--- config.mk ---
export PLATFORM = sky130hd
export DESIGN_NAME = lcd_sequencer_flat
export DESIGN_NICKNAME = d
export VERILOG_FILES = /design/src/rtl/lcd_pkg.sv /design/src/rtl/lcd_sequencer_if.sv /design/src/rtl/lcd_delay_timer.sv /design/src/rtl/lcd_sequencer.sv /design/src/flat_wrapper.sv
export SDC_FILE = /design/constraint.sdc
export NUM_CORES = 1
export LEC_CHECK = 0
export BUFFER_PORTS_ARGS = -buffer_cell sky130_fd_sc_hd__buf_2
export CORE_MARGIN = 10
export CORE_UTILIZATION = 30
export DETAILED_ROUTE_END_ITERATION = 16
export PLACE_DENSITY_LB_ADDON = 0.3
export SYNTH_ARGS = -nofsm -noshare
export SYNTH_HDL_FRONTEND = slang
export SYNTH_SLANG_ARGS = --single-unit
--- constraint.sdc ---
create_clock -name clk -period 2.35 [get_ports clk]
set_input_delay 0.1175 -clock clk [delete_from_list [all_inputs] [get_ports clk]]
set_output_delay 0.1175 -clock clk [all_outputs]
set_load 0.05 [all_outputs]
--- src/rtl/lcd_pkg.sv ---
// Shared types, init ROM contents and command decode for the HD44780 write sequencer.
package lcd_pkg;

    typedef enum logic [2:0] {
        ST_IDLE,
        ST_PWRUP,
        ST_LOAD,
        ST_SETUP,
        ST_PULSE,
        ST_HOLD,
        ST_EXEC
    } state_t;

    typedef struct packed {
        logic       rs;
        logic [7:0] db;
    } lcd_write_t;

    localparam int unsigned INIT_LEN = 6;
    localparam int unsigned IDX_W    = 3;

    localparam logic [7:0] LCD_CMD_CLEAR    = 8'h01;
    localparam logic [7:0] LCD_CMD_HOME     = 8'h02;
    localparam logic [7:0] LCD_CMD_HOME_ALT = 8'h03;

    // 8-bit/2-line function set (x3), display on, entry mode, clear
    function automatic logic [7:0] init_byte(input logic [IDX_W-1:0] idx);
        case (idx)
            3'd0, 3'd1, 3'd2: return 8'h38;
            3'd3:             return 8'h0C;
            3'd4:             return 8'h06;
            default:          return LCD_CMD_CLEAR;
        endcase
    endfunction

    // Clear and home need the long execution wait
    function automatic logic is_long_exec(input logic rs, input logic [7:0] db);
        return !rs && (db == LCD_CMD_CLEAR || db == LCD_CMD_HOME || db == LCD_CMD_HOME_ALT);
    endfunction

endpackage

--- src/rtl/lcd_sequencer_if.sv ---
// Custom-instruction handshake plus LCD pin bundle for the sequencer.
interface lcd_sequencer_if;
    logic        clk_en;
    logic        start;
    logic [31:0] dataa;
    logic [31:0] datab;
    logic        done;
    logic [31:0] result;
    logic        busy;
    logic        rw;
    logic        en;
    logic        rs;
    logic [7:0]  db;

    modport master (
        output clk_en, start, dataa, datab,
        input  done, result, busy, rw, en, rs, db
    );

    modport slave (
        input  clk_en, start, dataa, datab,
        output done, result, busy, rw, en, rs, db
    );
endinterface

--- src/rtl/lcd_delay_timer.sv ---
// Loadable down-counter shared by every timed state; expire is high while the count is zero.
module lcd_delay_timer #(
    parameter int unsigned CNT_W = 20
) (
    input  logic             clk,
    input  logic             rst,
    input  logic             load,
    input  logic [CNT_W-1:0] load_val,
    output logic             expire
);
    logic [CNT_W-1:0] cnt;

    // expire is kept equal to (cnt == 0) but held in a flop
    always_ff @(posedge clk or posedge rst) begin
        if (rst) begin
            cnt    <= '0;
            expire <= 1'b1;
        end else if (load) begin
            cnt    <= load_val;
            expire <= (load_val == '0);
        end else if (cnt != '0) begin
            cnt    <= cnt - CNT_W'(1);
            expire <= (cnt == CNT_W'(1));
        end
    end
endmodule

--- src/rtl/lcd_sequencer.sv ---
// HD44780 8-bit write sequencer behind a Nios II multi-cycle custom instruction.
// Define LCD_INIT_EN to run the power-up wait and init ROM sequence after reset.
module lcd_sequencer
    import lcd_pkg::*;
#(
    parameter int unsigned T_PWRUP  = 750000,
    parameter int unsigned T_SETUP  = 4,
    parameter int unsigned T_EN     = 25,
    parameter int unsigned T_HOLD   = 4,
    parameter int unsigned T_EXEC   = 2000,
    parameter int unsigned T_EXEC_L = 82000,
    parameter int unsigned CNT_W    = 20
) (
    input  logic           clk,
    input  logic           rst,
    lcd_sequencer_if.slave bus
);
    state_t           state;
    lcd_write_t       pend;
    logic             pending;
    logic             req_c;
    logic             tmr_load_c;
    logic [CNT_W-1:0] tmr_val_c;
    logic             tmr_expire;
    logic             unused_bits;

`ifdef LCD_INIT_EN
    localparam state_t RST_STATE = ST_PWRUP;
    logic [IDX_W-1:0] init_idx;
    logic             init_done;
    logic             pwr_started;
`else
    localparam state_t RST_STATE = ST_IDLE;
    logic             unused_cfg;
    assign unused_cfg = ^CNT_W'(T_PWRUP);
`endif

    assign unused_bits = ^{bus.dataa[31:1], bus.datab[31:8]};
    assign req_c       = bus.clk_en & bus.start;
    assign bus.rw      = 1'b0;
    assign bus.busy    = (state != ST_IDLE) | pending;

    // Reload the timer on entry to each timed state with its duration minus one
    always_comb begin
        tmr_load_c = 1'b0;
        tmr_val_c  = '0;
        case (state)
`ifdef LCD_INIT_EN
            ST_PWRUP: if (!pwr_started) begin
                tmr_load_c = 1'b1;
                tmr_val_c  = CNT_W'(T_PWRUP - 2);
            end
`endif
            ST_LOAD: begin
                tmr_load_c = 1'b1;
                tmr_val_c  = CNT_W'(T_SETUP - 1);
            end
            ST_SETUP: if (tmr_expire) begin
                tmr_load_c = 1'b1;
                tmr_val_c  = CNT_W'(T_EN - 1);
            end
            ST_PULSE: if (tmr_expire) begin
                tmr_load_c = 1'b1;
                tmr_val_c  = CNT_W'(T_HOLD - 1);
            end
            ST_HOLD: if (tmr_expire) begin
                tmr_load_c = 1'b1;
                tmr_val_c  = is_long_exec(bus.rs, bus.db) ? CNT_W'(T_EXEC_L - 1)
                                                          : CNT_W'(T_EXEC - 1);
            end
            default: ;
        endcase
    end

    lcd_delay_timer #(.CNT_W(CNT_W)) u_timer (
        .clk      (clk),
        .rst      (rst),
        .load     (tmr_load_c),
        .load_val (tmr_val_c),
        .expire   (tmr_expire)
    );

    always_ff @(posedge clk or posedge rst) begin
        if (rst) begin
            state      <= RST_STATE;
            pend       <= '0;
            pending    <= 1'b0;
            bus.en     <= 1'b0;
            bus.rs     <= 1'b0;
            bus.db     <= 8'h00;
            bus.done   <= 1'b0;
            bus.result <= '0;
`ifdef LCD_INIT_EN
            init_idx    <= '0;
            init_done   <= 1'b0;
            pwr_started <= 1'b0;
`endif
        end else begin
            bus.done   <= 1'b0;
            bus.result <= '0;
            // One-deep request slot; a second request while full is dropped
            if (req_c && !pending) begin
                pending <= 1'b1;
                pend    <= {bus.dataa[0], bus.datab[7:0]};
            end
            case (state)
                ST_IDLE: if (pending || req_c) state <= ST_LOAD;
`ifdef LCD_INIT_EN
                ST_PWRUP: begin
                    if (!pwr_started)   pwr_started <= 1'b1;
                    else if (tmr_expire) state      <= ST_LOAD;
                end
`endif
                ST_LOAD: begin
`ifdef LCD_INIT_EN
                    if (!init_done) begin
                        bus.rs <= 1'b0;
                        bus.db <= init_byte(init_idx);
                    end else
`endif
                    begin
                        bus.rs <= pend.rs;
                        bus.db <= pend.db;
                    end
                    state <= ST_SETUP;
                end
                ST_SETUP: if (tmr_expire) begin
                    bus.en <= 1'b1;
                    state  <= ST_PULSE;
                end
                ST_PULSE: if (tmr_expire) begin
                    bus.en <= 1'b0;
                    state  <= ST_HOLD;
                end
                ST_HOLD: if (tmr_expire) state <= ST_EXEC;
                ST_EXEC: if (tmr_expire) begin
`ifdef LCD_INIT_EN
                    if (!init_done) begin
                        if (init_idx == IDX_W'(INIT_LEN - 1)) begin
                            init_done <= 1'b1;
                            state     <= (pending || req_c) ? ST_LOAD : ST_IDLE;
                        end else begin
                            init_idx <= init_idx + IDX_W'(1);
                            state    <= ST_LOAD;
                        end
                    end else
`endif
                    begin
                        bus.done   <= 1'b1;
                        bus.result <= {24'h0, bus.db};
                        pending    <= req_c;
                        if (req_c) pend <= {bus.dataa[0], bus.datab[7:0]};
                        state      <= req_c ? ST_LOAD : ST_IDLE;
                    end
                end
                default: state <= ST_IDLE;
            endcase
        end
    end
endmodule

--- src/flat_wrapper.sv ---
// flat-port wrapper written by rule: the top's interface ports become plain ports
module lcd_sequencer_flat import lcd_pkg::*;
#(
    parameter int unsigned T_PWRUP  = 750000,
    parameter int unsigned T_SETUP  = 4,
    parameter int unsigned T_EN     = 25,
    parameter int unsigned T_HOLD   = 4,
    parameter int unsigned T_EXEC   = 2000,
    parameter int unsigned T_EXEC_L = 82000,
    parameter int unsigned CNT_W    = 20
)
  (clk, rst, bus_clk_en, bus_start, bus_dataa, bus_datab, bus_done, bus_result, bus_busy, bus_rw, bus_en, bus_rs, bus_db);
  lcd_sequencer_if bus_i ();
  input  logic clk;
  input  logic rst;
  input wire logic [$bits(bus_i.clk_en)-1:0] bus_clk_en;
  input wire logic [$bits(bus_i.start)-1:0] bus_start;
  input wire logic [$bits(bus_i.dataa)-1:0] bus_dataa;
  input wire logic [$bits(bus_i.datab)-1:0] bus_datab;
  output wire logic [$bits(bus_i.done)-1:0] bus_done;
  output wire logic [$bits(bus_i.result)-1:0] bus_result;
  output wire logic [$bits(bus_i.busy)-1:0] bus_busy;
  output wire logic [$bits(bus_i.rw)-1:0] bus_rw;
  output wire logic [$bits(bus_i.en)-1:0] bus_en;
  output wire logic [$bits(bus_i.rs)-1:0] bus_rs;
  output wire logic [$bits(bus_i.db)-1:0] bus_db;
  assign bus_i.clk_en = bus_clk_en;
  assign bus_i.start = bus_start;
  assign bus_i.dataa = bus_dataa;
  assign bus_i.datab = bus_datab;
  assign bus_done = bus_i.done;
  assign bus_result = bus_i.result;
  assign bus_busy = bus_i.busy;
  assign bus_rw = bus_i.rw;
  assign bus_en = bus_i.en;
  assign bus_rs = bus_i.rs;
  assign bus_db = bus_i.db;
  lcd_sequencer #(.T_PWRUP(T_PWRUP), .T_SETUP(T_SETUP), .T_EN(T_EN), .T_HOLD(T_HOLD), .T_EXEC(T_EXEC), .T_EXEC_L(T_EXEC_L), .CNT_W(CNT_W)) u_core (.clk(clk), .rst(rst), .bus(bus_i));
endmodule
### Word level (Yosys, flattened, before mapping)

Cells that the tools add are included.
W data, S select, Z words.

| operators by class | value |
|---|---|
| bitwise gates (word level) | 2 |
| reduce and logical (&&, ||, !) cells | 16 |
| $add $sub $neg | 1 |
| multiplexer cells | 31 |
| eq/ne operators | 14 |

Operators by type and width:

| operator | count |
|---|---|
| $pmux W20 S4 | 1 |
| $mux W20 | 3 |
| $mux W9 | 4 |
| $mux W32 | 1 |
| $eq A20 B1 Y1 const B | 1 |
| $logic_not A20 Y1 | 1 |
| $reduce_bool A20 Y1 | 1 |
| $sub A20 B1 Y20 const B | 1 |
| $pmux W3 S6 | 1 |
| $mux W17 | 1 |
| $eq A8 B2 Y1 const B | 2 |
| $mux W3 | 5 |
| $eq A3 B3 Y1 const B | 3 |
| $mux W1 | 9 |
| $eq A8 B1 Y1 const B | 1 |
| $mux W8 | 1 |
| $ne A2 B2 Y1 const B | 4 |
| $eq A3 B2 Y1 const B | 2 |
| $mux W5 | 1 |
| $reduce_and A5 Y1 | 1 |
| $mux W2 | 2 |
| $pmux W1 S2 | 2 |
| $reduce_bool A2 Y1 | 2 |
| $logic_not A3 Y1 | 1 |
| other kinds (9) | 13 |

| storage, ports and cells | value |
|---|---|
| input port bits | 68 |
| output and inout port bits | 45 |
| flip-flop bits (word level) | 77 |
| logic and storage cells | 75 |

### Longest topological paths before layout

| logic depth | value |
|---|---|
| depth in word-level cells | 9 |
| mapped depth | 8 |
| depth with buffers taken out | 7 |

### Modules after synthesis

From an unflattened synthesis, not the netlist that was laid out.

| unflattened totals | value |
|---|---|
| cells, all modules | 284 |
| area, all modules | 2987.9 um^2 |

By module, submodules not included:

| module | cells each | area an instance (um^2) | times used | sequential area each (um^2) |
|---|---|---|---|---|
| lcd_sequencer | 129 | 1551.5 | 1 | 800.8 |
| lcd_delay_timer | 155 | 1436.4 | 1 | 526.8 |

### Worst setup path before layout

No wires, ideal clock.

| path | value |
|---|---|
| kind | reg2reg |
| from | reg u_core.u_timer.cnt[0] |
| to | reg u_core.u_timer.cnt[1] |
| library setup time | 0.079 ns |
| buffers on the path | 1 |
| stages on the path, launching flop included | 9 |
| slack | 0.312 ns |
| data required time | 2.271 ns |
| period minus slack after synthesis | 2.038 ns |
| arrival time | 1.959 ns |
| path through | dfrtp_1 -> inv_1 -> ha_1 -> or3b_1 -> buf_2 -> nor3_4 -> nand2_4 -> nor2_8 -> mux2i_1 |

| on the way | value |
|---|---|
| word-level cells in the longest chain between the ends | 3 |
| elaborated cells on any way between the ends | 5 |
| classes of those cells | add/sub: 1; mux: 2; reduce/logical: 2 |

RTL lines:

| what | line | RTL |
|---|---|---|
| start, declared | lcd_delay_timer.sv:11 | `logic [CNT_W-1:0] cnt;` |
| start signal, assigned | lcd_delay_timer.sv:19 | `cnt <= load_val;` |
| start signal, assigned | lcd_delay_timer.sv:22 | `cnt <= cnt - CNT_W'(1);` |
| $sub A20 B1 Y20 | lcd_delay_timer.sv:22 |  |
| $mux W20 | lcd_delay_timer.sv:21 | `end else if (cnt != '0) begin` |
| $mux W20 | lcd_delay_timer.sv:18 | `end else if (load) begin` |

Parallel ways exist; a longest one is shown, timed or not. The select of a mux whose other input is x is not followed.
A chain may end at the register's enable or synchronous reset.

### Final worst setup path

| path | value |
|---|---|
| from | reg u_core.u_timer.cnt[1] |
| to | reg u_core.u_timer.cnt[16] |

The elaborated chain is that of the path after synthesis.

==> reports/results.ini <==
[sta]
rsz0062_at_grt = no
setup_viol = 0
fmax_mhz = 473.8
hold_viol = 0
fin_crit_sh_pct = 89.80
skew_ps = 13.70
setup_tns_ps = 0
relSlewSlack_pct = 57.18
period_needed_ps = 2110
drv_slew = 0
worst_pin_slew_ps = 641.3

[clock_tree]
clkSinkCount = 53
path_clk_slew_ps = 110
postCtsSetupRepairBufs = 0
clock_latency_ps = 310
clk_path_buf_depth = 2
ctsRootBufferMaster = clkbuf_8
tritoncts = yes
numCtsBuffers = 5
htreeDepth = 2

[power_and_ir_drop]
power.density_nw_per_um2 = 526.4
pwr-share-seq_pct = 56.6
leakage_nw = 1.576
pwr-share-comb_pct = 10.8
power.switching_mw = 0.4914
ir_drop_v = 0.0002491
pwr-share-clk_pct = 32.6
intPower_mw = 1.181
switching_share_pct = 29.39

[synthesis]
synth_flop_cell = dfrtp_1
synth-adder-area-share_pct = 0.8893
synth-compound-area-share_pct = 9.960
postSynthCellCount = 285
syn_area_per_cell_um2 = 9.874
ys_types = 53
synth_mux_area_share_pct = 5.024
synth_xor_area_share_pct = 4.357
yosys_register_bits = 53
synth_warnings = 0
synthSimpleGateAreaFrac_pct = 23.12
async_reset_ff_share_pct = 100.0
synth_top_area_share_pct = 46.24
synth_edf_count = 0
synth_top_family_by_area = simple AND/OR/NAND/NOR gates
synth_area_leaders = dfrtp_1, buf_4, nand2_1, mux2_2, nor2_1
yosysSeqAreaShare_pct = 47.18
yosysTopAreaCell = dfrtp_1
syn-cell-area_um2 = 2814

[die]
pin_count = 113
die_w_um = 116.9
fp.dieArea_um2 = 13650
rows = 35
die_h_um = 116.9
core_area_um2 = 9196
start_util_pct = 30.60

[job]
drv_cap = 0

[min_path]
hold_path_class = in2reg

[place]
placed_area_um2 = 3065
hpwl_um = 4588
gp_congestion = 0.7841
portBuffers = 32

[global_route]
grt_max_degree = 29
grt_pass1_wl_um = 10290
antenna_found_initial = 0
grt_pass1_vias = 1999
grt_overflow = 0
grt_usage_pct = 9.297

[finish]
drive_gt1_share_pct = 23.31
syn2layout_area_growth_pct = 12.89
nets = 395
fin_area_um2 = 3177
diodes = 0

[route]
drc = 0
viasPerCell = 4.652
routed_wl_um = 6157
wl_per_cell_um = 14.09
vias = 2033
drt-initial-drc-count = 43
drt_pre_antenna_iters = 4
ant_nets = 0

[setup_path]
rr_worst_depth = 7
critPathRequiredTime_ps = 2560
cp-endpoint = u_core.u_timer.cnt[16]
critPathMaxFanout = 8
cp.arrival_ps = 2320
r2r_setup_slack_ps = 240
startpoint = u_core.u_timer.cnt[1]
r2r-end = u_core.u_timer.cnt[16]
critPathKind = reg2reg
setup.worst_path.start_class = register
end_kind = register
r2r_start = u_core.u_timer.cnt[1]

[status]
status = finished clean

cell usage in the layout (no fill, tap or decap), types with 8 or more instances in the layout:
cell type  instances
dfrtp_1           52
nand2_1           43
buf_2             32
nor2_1            25
conb_1            25
a21oi_1           14
nor3_1            12
buf_4             11
xnor2_1           10
mux2_2             9
and2_1             8
registers in the layout, indices dropped and copies added, names as in the netlist:
signal                 cells
u_core.pending             1
u_core.bus.rs              1
u_core.bus.result          8
u_core.state               3
u_core.u_timer.cnt        20
u_core.bus.db              8
u_core.u_timer.expire      1
u_core.pend                9
u_core.bus.en              1
u_core.bus.done            1
metrics by stage:
stage	hold WS (ps)	total power, mW	std cells	util, %	setup WS [ps]
after global routing	19.85	1.743	437	34.54	44.44
final	30.14	1.672	437	34.54	239.6
after global placement	244.3	1.142	428	33.33	252.2
after floorplan	269.2	1.141	309	-	311.9
after detailed placement	244.7	1.144	428	33.33	212.8
after CTS	20.53	1.696	437	34.48	168.0
worst min path at each step:
stage | start | to | cells after the start
finish | bus_datab[4] | u_core.pend[4] | 2
global route | bus_datab[3] | u_core.pend[3] | 2
CTS | bus_datab[7] | u_core.pend[7] | 2
detailed placement | rst | u_core.bus.result[0] | 2
global placement | rst | u_core.bus.result[0] | 2
floorplan | bus_datab[0] | u_core.pend[0] | 1
repair_timing:
| action | in CTS | in global routing |
|---|---|---|
| hold buffers | 1 | 0 |
| resized for setup | 0 | 1 |
| hold endpoints to repair | 24 | 0 |
| setup endpoints to repair | 0 | 1 |
final cells by class:
type                    count  area [um^2]
clock buffers               5        68.82
clock inverters             3        26.28
fillers                   978         6020
inverters                   6        22.52
multi-input cells         214         1320
flip-flops and latches     53         1328
well taps                 111        138.9
repair buffers             45        272.8
metal layers:
layer,GRT usage (%),up-vias,part of all wire [%]
li1,-,1016,-
met1,12.56,967,48
met4,2.471,0,0.78
met5,0,-,0
met3,2.345,5,4.9
met2,14.44,45,47
critical path, cell delays in order (launching register included):
cell and delay [ps]:
dfrtp_1 420, inv_1 110, ha_1 240, or3b_1 430
buf_4 200, o311a_1 320, a211oi_1 230, nor2_1 70
cells by family (layout without fill, tap and decap cells):
logic type | count (synthesis) | in the layout
AOI/OAI and AO/OA | 41 | 41
xor gates and xnor gates | 14 | 14
adders and majority gates | 2 | 2
buffers and inverters | 42 | 59
DFF | 53 | 53
muxes | 13 | 13
other | 1 | 25
and+or+nand+nor | 119 | 119
cell usage after synthesis (all sizes together) (3+ instances only):
cell,instances
dfrtp,52
nand2,44
buf,29
nor2,26
a21oi,15
nor3,13
xnor2,10
mux2,9
and2,8
clkbuf,7
inv,6
nor4,6
o21ai,6
a211oi,4
mux2i,4
o31ai,4
xor2,4
nand3,3
nand4,3
or4,3
power by group through the flow:
stage,Combinational [mW],Sequential [mW],Clock (mW)
2_1_floorplan,0.161,0.980,0
3_3_place_gp,0.180,0.963,0
4_1_cts,0.182,0.946,0.568
5_1_grt,0.195,0.949,0.599
6_report,0.181,0.946,0.545
3_5_place_dp,0.180,0.964,0
Power figures use the tool's default switching activity.
